==> src/rtl/spike_frame_sender.sv <==
// spike_frame_sender: buffers a T_STEPS-deep spike frame and streams it to a
// layer-norm consumer, then waits (with timeout) for the consumer's done level.
module spike_frame_sender #(
    parameter int T_STEPS = 30,
    parameter int WIDTH   = 16,
    parameter int TIMEOUT = 64
) (
    input  logic             clk,
    input  logic             rst_n,
    input  logic             wr_en,
    input  logic [4:0]       wr_addr,
    input  logic [WIDTH-1:0] wr_data,
    input  logic             start,
    input  logic [2:0]       block_id,
    input  logic             ln_done,
    output logic [WIDTH-1:0] tx_data,
    output logic             tx_valid,
    output logic [2:0]       tx_block_sel,
    output logic             busy,
    output logic             finished,
    output logic [1:0]       err
);
    typedef enum logic [1:0] {IDLE, SEND, WAIT_DONE, FIN} state_t;
    localparam logic [4:0] LAST_STEP = 5'(T_STEPS - 1);
    localparam logic [6:0] LAST_WAIT = 7'(TIMEOUT - 1);
    state_t state, state_nx;
    logic [WIDTH-1:0] buffer [T_STEPS];
    logic [4:0] step;
    logic [6:0] wcnt;
    logic wr_ok, last_step, drained_done, timed_out;
    assign busy         = state != IDLE;
    assign tx_valid     = state == SEND;
    assign finished     = state == FIN;
    assign wr_ok        = wr_en && !busy && wr_addr <= LAST_STEP;
    assign last_step    = step == LAST_STEP;
    // The first two WAIT_DONE cycles let the consumer drain before ln_done counts.
    assign drained_done = wcnt >= 7'd2 && ln_done;
    assign timed_out    = wcnt == LAST_WAIT;
    always_ff @(posedge clk or negedge rst_n) begin
        if (!rst_n) state <= IDLE;
        else        state <= state_nx;
    end
    always_comb begin
        state_nx = state;
        case (state)
            IDLE:      state_nx = start ? SEND : IDLE;
            SEND:      state_nx = last_step ? WAIT_DONE : SEND;
            WAIT_DONE: state_nx = (drained_done || timed_out) ? FIN : WAIT_DONE;
            default:   state_nx = IDLE;
        endcase
    end
    always_ff @(posedge clk or negedge rst_n) begin
        if (!rst_n) begin
            for (int i = 0; i < T_STEPS; i++) buffer[i] <= '0;
            tx_data      <= '0;
            tx_block_sel <= '0;
            step         <= '0;
            wcnt         <= '0;
            err          <= '0;
        end else begin
            if (wr_ok) buffer[wr_addr] <= wr_data;
            if (wr_en && busy) err[0] <= 1'b1;
            case (state)
                IDLE: if (start) begin
                    tx_block_sel <= block_id;
                    step         <= '0;
                    // Forward a same-cycle write to step 0 so it joins this frame.
                    tx_data      <= (wr_ok && wr_addr == 5'd0) ? wr_data : buffer[0];
                end
                SEND: if (last_step) begin
                    tx_data <= '0;
                    wcnt    <= '0;
                end else begin
                    step    <= step + 5'd1;
                    tx_data <= buffer[step + 5'd1];
                end
                WAIT_DONE: begin
                    wcnt <= (wcnt == 7'h7f) ? wcnt : wcnt + 7'd1;
                    if (timed_out && !drained_done) err[1] <= 1'b1;
                end
                default: ;
            endcase
        end
    end
endmodule

==> config.mk <==
export PLATFORM = sky130hd
export DESIGN_NAME = spike_frame_sender
export DESIGN_NICKNAME = d
export VERILOG_FILES = /design/src/rtl/spike_frame_sender.sv
export SDC_FILE = /design/constraint.sdc
export NUM_CORES = 1
export LEC_CHECK = 0
export BUFFER_PORTS_ARGS = -buffer_cell sky130_fd_sc_hd__buf_4
export CAP_MARGIN = 20
export CELL_PAD_IN_SITES_DETAIL_PLACEMENT = 1
export CELL_PAD_IN_SITES_GLOBAL_PLACEMENT = 1
export CORE_MARGIN = 10
export CORE_UTILIZATION = 24
export CTS_BUF_LIST = sky130_fd_sc_hd__clkbuf_8
export CTS_CLUSTER_SIZE = 14
export DETAILED_ROUTE_END_ITERATION = 8
export GPL_ROUTABILITY_DRIVEN = 0
export PLACE_DENSITY_LB_ADDON = 0.15
export SLEW_MARGIN = 20
export SYNTH_ARGS = -nofsm -noshare
export SYNTH_HDL_FRONTEND = slang
export SYNTH_SLANG_ARGS = --single-unit
==> constraint.sdc <==
create_clock -name clk -period 2.25 [get_ports clk]
set_input_delay 0.45 -clock clk [delete_from_list [all_inputs] [get_ports clk]]
set_output_delay 0.45 -clock clk [all_outputs]
set_load 0.02 [all_outputs]
== Word level (Yosys, flattened, before mapping) ==
Index checks and enable logic that the tools add are counted.
Word-level totals
  flip-flop bits (word level): 515
  word-level logic and storage cells: 96
  output and inout bits: 24
  input bits: 29
Operators by class
  bitwise operators: 2
  $add $sub $neg: 2
  equal/unequal tests: 10
  $lt $le $gt $ge: 5
  muxes and demuxes: 20
  reduce and logical (&&, ||, !) cells: 20
Operators by type and width (number)
  bitwise mux 480 bit: 1
  two-way mux 16 bit: 6
  binary-select mux 16 bit (select 5 bit): 1
  demux 16 bit (select 5 bit): 1
  case mux 16 bit (2 select lines): 1
  two-way mux 7 bit: 2
  case mux 7 bit (2 select lines): 1
  greater-or-equal comparator 6 bit, second input constant: 2
  NOT 5 -> 6 bit: 2
  two-way mux 5 bit: 2
  case mux 5 bit (2 select lines): 1
  adder 7 x 1 -> 7 bit, second input constant: 1
  equality test 7 x 6 -> 1 bit, second input constant: 1
  equality test 7 bit, second input constant: 1
  greater-or-equal comparator 7 x 2 -> 1 bit, second input constant: 1
  logical AND 1 bit: 7
  < comparator 6 x 1 -> 1 bit, second input constant: 1
  != test 2 bit, second input constant: 3
  case mux 2 bit (3 select lines): 1
  AND reduction 2 bit: 3
  AND reduction 3 bit: 2
  nonzero test 2 bit: 3
  adder 5 x 1 -> 5 bit, second input constant: 1
  equality test 5 bit, second input constant: 1
  other kinds (10): 13

== Depth between registers and ports, before layout ==
Gate-level depths: netlist of run 1.
  depth in word-level cells: 8
  mapped depth: 11
  mapped depth without buffers: 7

== Least setup slack after synthesis of run 1 ==
Ideal clock, no wire load.
  path kind: register to register
  start point: register step[1]
  end point: register tx_data[12]
  buffers on the path: 4
  slack: -224 ps
  cell stages (with the launch flop): 11
  arrival time: 2348 ps
  clock period less this slack: 2474 ps
  library setup time: 126 ps
  data required time: 2124 ps
  cell sequence: dfrtp_1 -> buf_2 -> inv_1 -> ha_1 -> buf_2 -> buf_2 -> clkbuf_1 -> mux4_2 -> mux2i_1 -> a21oi_1 -> a221o_1
On the way
  cells in the longest elaborated chain, start to end: 7
  elaborated cells on any way between the ends: 8
  those cells by class: 1 x add/sub; 1 x eq/ne; 5 x mux; 1 x bitwise
RTL lines
  from (decl): line 28  | logic [4:0] step;
  from (signal assigned): line 74  | step <= step + 5'd1;
  adder 5 x 1 -> 5 bit: line 75  | tx_data <= buffer[step + 5'd1];
  NOT 5 -> 6 bit (not written as such): line 75
  binary-select mux 16 bit (select 5 bit): line 75
  two-way mux 16 bit (not written as such) (2 in series): line 75
  two-way mux 16 bit (*): line 70  | SEND: if (last_step) begin
  case mux 16 bit (2 select lines) (*): line 63  | case (state)
  to (signal assigned): line 68  | tx_data <= (wr_ok && wr_addr == 5'd0) ? wr_data : buffer[0];
  to (signal assigned): line 75
  to (decl): line 16  | output logic [WIDTH-1:0] tx_data,
Mark *: on every way between the ends. The rest lies on a longest branch, timed or not. The select of a mux whose other input is x is not followed.
A chain may end at the register's enable or synchronous reset.

== Final worst setup path of run 1 ==
  start point: register step[0]
  end point: register tx_data[13]
The elaborated chain is that of the path after synthesis.

==> flow_summary.json, run 1 <==
{
  "status": "finished, violations left",
  "violations": "setup timing",
  "cts_inserted_buffers": 101,
  "fin_util_pct": 30.7,
  "ff2ff_path_depth": 10,
  "fmax_mhz": 403,
  "insertion_delay_ns": 0.75,
  "ys.flop_type": "dfrtp_1",
  "die_w_um": 336,
  "post_synth_and_or_nand_nor_area_fraction_pct": 3.81,
  "cts_sinks": 515,
  "die_y_um": 336,
  "start_util_pct": 24.3,
  "ant_nets": 0,
  "placementRows": 115,
  "layout_min_cycle_time_ns": 2.48,
  "antenna_found_initial": 5,
  "postSynthCellCount": 1631,
  "worst_pin_slew_ns": 0.639,
  "ys_seq_elements": 515,
  "grt_pass1_vias": 17135,
  "use_met2_pct": 23.0,
  "slew_violations": 0,
  "grt_first_pass_wirelength_um": 118000,
  "min_path_type": "input port to asynchronous set/reset pin",
  "cpMaxStageDelayCell": "dfrtp_4",
  "synth_compound_area_share_pct": 3.52,
  "leakage_nw": 14.2,
  "drcViolationCount": 0,
  "gr-usage-met1_pct": 18.9,
  "rsz0062_at_grt": "yes",
  "final_cells": 3204,
  "cp_data_arrival_time_ns": 3.11,
  "relSlewSlack_pct": 57.4,
  "dp_hpwl_um": 52300,
  "fin_nets": 1879,
  "p_int_mw": 21.7,
  "dr.pass1.iters": 5,
  "dp_cells": 2987,
  "multi_input_area_um2": 11000,
  "sw_frac_of_total_pct": 35.2,
  "muxShareOfSynthArea_pct": 35.1,
  "fin_crit_sh_pct": 110,
  "finalClockSkew_ns": 0.0483,
  "combPwrFrac_pct": 41.2,
  "area_growth_pct": 26.4,
  "cap_viol_max_count": 0,
  "crit_type": "flop to flop",
  "clkPwrFrac_pct": 26.8,
  "root_buffer": "clkbuf_8",
  "synth_edf_count": 0,
  "syn-num-nets": 1668,
  "synth-seq-area-share_pct": 53.8,
  "synthDominantCellAreaShare_pct": 53.8,
  "viasPerCell": 4.65,
  "met3_usage_pct": 2.59,
  "setup_viol": 16,
  "vias": 14893,
  "io_buffers": 52,
  "fin_tns_setup_ns": -2.58,
  "avgSynthCellArea_um2": 14.7,
  "coreArea_um2": 98700,
  "grt_use_total_pct": 14.1,
  "drt_iter0_drc": 613,
  "layout_setup_ws_ns": -0.234,
  "netlist_area_um2": 24000,
  "cp-end-kind": "flop",
  "power_mw": 33.5,
  "p_sw_mw": 11.8,
  "peakVddDrop_mv": 0.582,
  "async_reset_ff_share_pct": 100,
  "busiest_layer": "met2",
  "path_cells": "buf_6 -> ha_4 -> buf_6 -> buf_12 -> buf_12 -> mux4_2 -> a221oi_4 -> buf_4 -> or3_4 -> nand3_2",
  "yosys_warnings": 0,
  "drive_gt1_share_pct": 56.5,
  "regArea_um2": 12900,
  "dpl_worst_slack_ns": -0.633,
  "clk_path_buf_depth": 3,
  "pin_count": 53,
  "routed_wl_um": 79000,
  "cts_tree": "built",
  "synthDistinctLibCells": 54,
  "yosysTopAreaCell": "dfrtp_1",
  "synth_top_family_by_area": "multiplexers",
  "wl_per_cell_um": 24.7,
  "die-area_um2": 113000,
  "seq_power_share_pct": 32.0,
  "max_stage_delay_ns": 0.50,
  "synth_area_leaders": "dfrtp_1 (54%), mux2_2 (23%), mux4_2 (9.7%)",
  "grt_max_degree": 103,
  "clk_pin_slew_ns": 0.06,
  "synthAdderAreaFrac_pct": 0.418,
  "hold_violations": 0,
  "fillCellCount": 10287,
  "critPathMaxFanout": 4,
  "p_per_area_nw_per_um2": 1110,
  "synth-xor-area-share_pct": 0.298,
  "cts_max_level": 3,
  "crit_required_ns": 2.87,
  "cp-start-kind": "flop",
  "grt-ovfl-total": 0
}
==> cells by family after synthesis <==
group / count (synthesis)
multiplexers: 636
flip-flops: 515
AO/OA/AOI/OAI: 125
buffers and inverters: 152
AND/OR/NAND/NOR: 189
XOR/XNOR: 6
adder cells (fa/ha/maj): 8
==> path summary, 6_finish.rpt <==
kind | startpoint | endpoint | slack [ns]
worst max-delay path | step[0] | tx_data[13] | -0.23
worst min-delay path | rst_n | err[0] | 0.16
worst max register to register | step[0] | tx_data[13] | -0.23
worst min register to register | err[0] | err[0] | 0.46
max in group asynchronous | rst_n | buffer[84] | 1.21
min in group clk | start | state[0] | 0.20
==> layout by cell type, fill, tap and decap left out, types with 24 or more instances in the layout <==
master	instances
inv_1	51
nand2_1	46
buf_12	59
nor2_1	38
mux2i_1	24
clkbuf_8	117
dfrtp_1	513
buf_4	160
mux4_2	105
mux2_2	491
==> metrics by stage <==
stage / hold slack, ns / cell area [um2]
after floorplan: 0.154 / 24000
after global placement: 0.315 / 27200
after detailed placement: 0.314 / 27200
after global routing: 0.147 / 30300
after CTS: 0.111 / 30100
final: 0.157 / 30300
==> synth_stat cells (2+ instances only) <==
cell       number
xor2_1          2
o2111ai_1      11
ha_1            8
a221o_1         5
nor2_1         48
a31oi_1         5
buf_4           2
mux2i_1        32
nand4_1         3
o31ai_1         3
a221oi_1       14
clkbuf_1       71
nand2b_1       14
buf_2          58
or3_1          11
o21ai_0        27
mux4_2        103
mux2_2        492
xnor2_1         3
nor3_1          3
nor2b_1         7
mux4_1          9
nand3b_1        2
a21o_1          2
and2_1         11
inv_1           8
buf_6           9
dfrtp_1       515
o21ai_1         6
nand2_1        51
a311oi_1        2
a22oi_1        11
nor2_2          4
a21oi_1        29
o211a_1         2
buf_1           3
and3_1          7
nand3_1        22
==> state kept, by name, summed over array words and instances (netlist names) <==
name / count
tx_block_sel: 3
step: 5
buffer: 480
tx_data: 16
wcnt: 7
err: 2
state: 2
==> critical path, delay by kind of cell, from the launching register on <==
kind,cells,cell delay (ns)
buffers and inverters,5,0.70
AO/OA/AOI/OAI,1,0.40
adder cells (fa/ha/maj),1,0.25
flip-flops,1,0.50
multiplexers,1,0.32
AND/OR/NAND/NOR,2,0.20
==> per-layer routing <==
metal	vias up	share of wire [%]
met5	-	0.011
met4	2	2.1
met3	111	4.1
met2	249	47
met1	8069	47
li1	6462	-
==> layout make-up <==
cell class | count | share of cell area [%]
antenna | 4 | 0.0330
clock buffer | 117 | 5.32
clock inverter | 57 | 0.876
inverter | 8 | 0.0991
multi-input combinational | 964 | 36.3
sequential | 515 | 42.6
tap | 1287 | 5.32
timing repair buffer | 252 | 9.48
==> power by group through the flow <==
stage | combinational [mW] | sequential [mW] | clock, mW
floorplan | 5.86 | 10.7 | 0
detailed placement | 11.0 | 10.9 | 0
global route | 14.7 | 10.8 | 9.83
finish | 13.8 | 10.7 | 8.99
CTS | 13.8 | 10.7 | 9.40
global placement | 10.9 | 10.9 | 0
==> what timing repair did <==
item / 4_1_cts / 5_1_grt
cloned: 5 / 0
hold buffers: 5 / 0
setup buffers: 22 / 17
endpoints found under the setup margin: 18 / 31
gates resized for setup: 132 / 36
pin swaps: 45 / 22
endpoints found under the hold margin: 217 / 0
(Power assumes the default switching activity.)
==> run 2: changes to the inputs <==
--- a/config.mk
+++ b/config.mk
@@ -16,6 +16,8 @@
 export DETAILED_ROUTE_END_ITERATION = 8
 export GPL_ROUTABILITY_DRIVEN = 0
 export PLACE_DENSITY_LB_ADDON = 0.15
+export SETUP_SLACK_MARGIN = 0.02
+export SKIP_CTS_REPAIR_TIMING = 1
 export SLEW_MARGIN = 20
 export SYNTH_ARGS = -nofsm -noshare
 export SYNTH_HDL_FRONTEND = slang
==> run 2 against run 1 <==
  * The run still ends with setup timing left
  * Cell count decreased by 0.31%
  * Sequential power about the same
  * Count of clock-buffer cells in the layout increased by 9
  * Critical path type unchanged
  * Critical endpoint is now tx_data[0]
==> flow_summary.json, run 2 (synthesized netlist as in run 1, its figures left out) <==
{
  "layout_setup_ws_ns": -0.236,
  "routed_wl_um": 80300,
  "placed_cell_area_um2": 27100,
  "leakage_nw": 14.2,
  "vias": 15024,
  "clk_pin_slew_ns": 0.06,
  "grt-ovfl-total": 0,
  "fin_util_pct": 30.7,
  "cts_inserted_buffers": 100,
  "coreArea_um2": 98700,
  "layout_min_cycle_time_ns": 2.49,
  "io_buffers": 52,
  "area_growth_pct": 26.4,
  "slew_violations": 0,
  "grt_first_pass_wirelength_um": 116000,
  "relSlewSlack_pct": 64.7,
  "min_path_type": "input port to flop",
  "root_buffer": "clkbuf_8",
  "insertion_delay_ns": 0.72,
  "gr-usage-met1_pct": 18.5,
  "status": "finished, violations left",
  "dr.pass1.iters": 4,
  "grt_pass1_vias": 16926,
  "die_w_um": 336,
  "use_met2_pct": 22.1,
  "peakVddDrop_mv": 0.491,
  "cap_viol_max_count": 0,
  "hold_ws_ns": 0.192,
  "dpl_worst_slack_ns": -0.518,
  "final_cells": 3194,
  "drt_iter0_drc": 673,
  "max_stage_delay_ns": 0.52,
  "critPathTopFamily": "multiplexers",
  "start_util_pct": 24.3,
  "dp_cells": 2974,
  "placementRows": 115,
  "worst-path-buf-inv": 3,
  "cpMaxStageDelayCell": "dfrtp_4",
  "dp_hpwl_um": 51800,
  "antenna_found_initial": 5,
  "crit_type": "flop to flop",
  "grt_max_degree": 85,
  "busiest_layer": "met2",
  "cts_sinks": 515,
  "path_cells": "ha_4 -> xor2_4 -> buf_6 -> clkbuf_16 -> mux4_2 -> mux2i_1 -> buf_4 -> a21oi_2 -> a221o_1",
  "ant_nets": 0,
  "cp-end-kind": "flop",
  "fin_nets": 1871,
  "cp-start-kind": "flop",
  "fin_tns_setup_ns": -2.23,
  "top_regs": "buffer: 480 flops, tx_data: 16 flops, wcnt: 7 flops",
  "final_area_um2": 30300,
  "fin_crit_sh_pct": 110,
  "cts_max_level": 3,
  "rsz0062_at_grt": "yes",
  "worst_pin_slew_ns": 0.529,
  "met3_usage_pct": 3.00,
  "cp_data_arrival_time_ns": 3.09,
  "layout_commonest_cell": "dfrtp_1",
  "setup_viol": 16,
  "viasPerCell": 4.70,
  "drcViolationCount": 0,
  "drive_gt1_share_pct": 55.7,
  "fmax_mhz": 402,
  "wl_per_cell_um": 25.1,
  "die-area_um2": 113000,
  "final_cell_mix": "dfrtp_1 (514), mux2_2 (492), buf_4 (150)",
  "finalClockSkew_ns": 0.0401,
  "die_y_um": 336,
  "violations": "setup timing",
  "crit_required_ns": 2.85,
  "p_per_area_nw_per_um2": 1120,
  "power_mw": 34.0,
  "critPathMaxFanout": 4,
  "hold_violations": 0,
  "cts_tree": "built",
  "largest_reg_flops": 480,
  "clk_path_buf_depth": 3,
  "pin_count": 53,
  "top_register": "buffer",
  "grt_use_total_pct": 13.8
}
run 2: metal layers:
layer	vias up	wire [um]
met4	4	1750
met2	274	37200
li1	6454	-
met5	-	21
met3	117	3750
met1	8175	37600
run 2: layout make-up:
type,count,area [um2]
Antenna cell,2,5.00
Clock inverter,47,314
Sequential cell,515,12900
Tap cell,1287,1610
Clock buffer,126,1730
Inverter,8,30.0
Timing Repair Buffer,245,2890
Fill cell,10322,68400
Multi-Input combinational cell,964,10800
run 2: worst register-to-register path: stages (launching register included):
cell and delay [ns]:
dfrtp_4 0.52, ha_4 0.20, xor2_4 0.20, buf_6 0.14
clkbuf_16 0.15, mux4_2 0.50, mux2i_1 0.15, buf_4 0.16
a21oi_2 0.05, a221o_1 0.31
run 2: worst paths after layout:
path,startpoint,to,slack [ns],cells after the start
min reg2reg,err[1],err[1],0.48,2
max reg2reg,step[0],tx_data[0],-0.24,9
min,start,state[0],0.19,3
max,step[0],tx_data[0],-0.24,9
max in group asynchronous,rst_n,buffer[301],1.08,3
min in group asynchronous,rst_n,buffer[416],0.29,2
run 2: report_power, final:
| part | leakage (nW) | total [mW] | switching [mW] | internal (mW) |
|---|---|---|---|---|
| Combinational | 5.96 | 13.6 | 6.89 | 6.69 |
| Sequential | 7.08 | 10.7 | 0.639 | 10.1 |
| Clock | 1.17 | 9.66 | 4.21 | 5.45 |
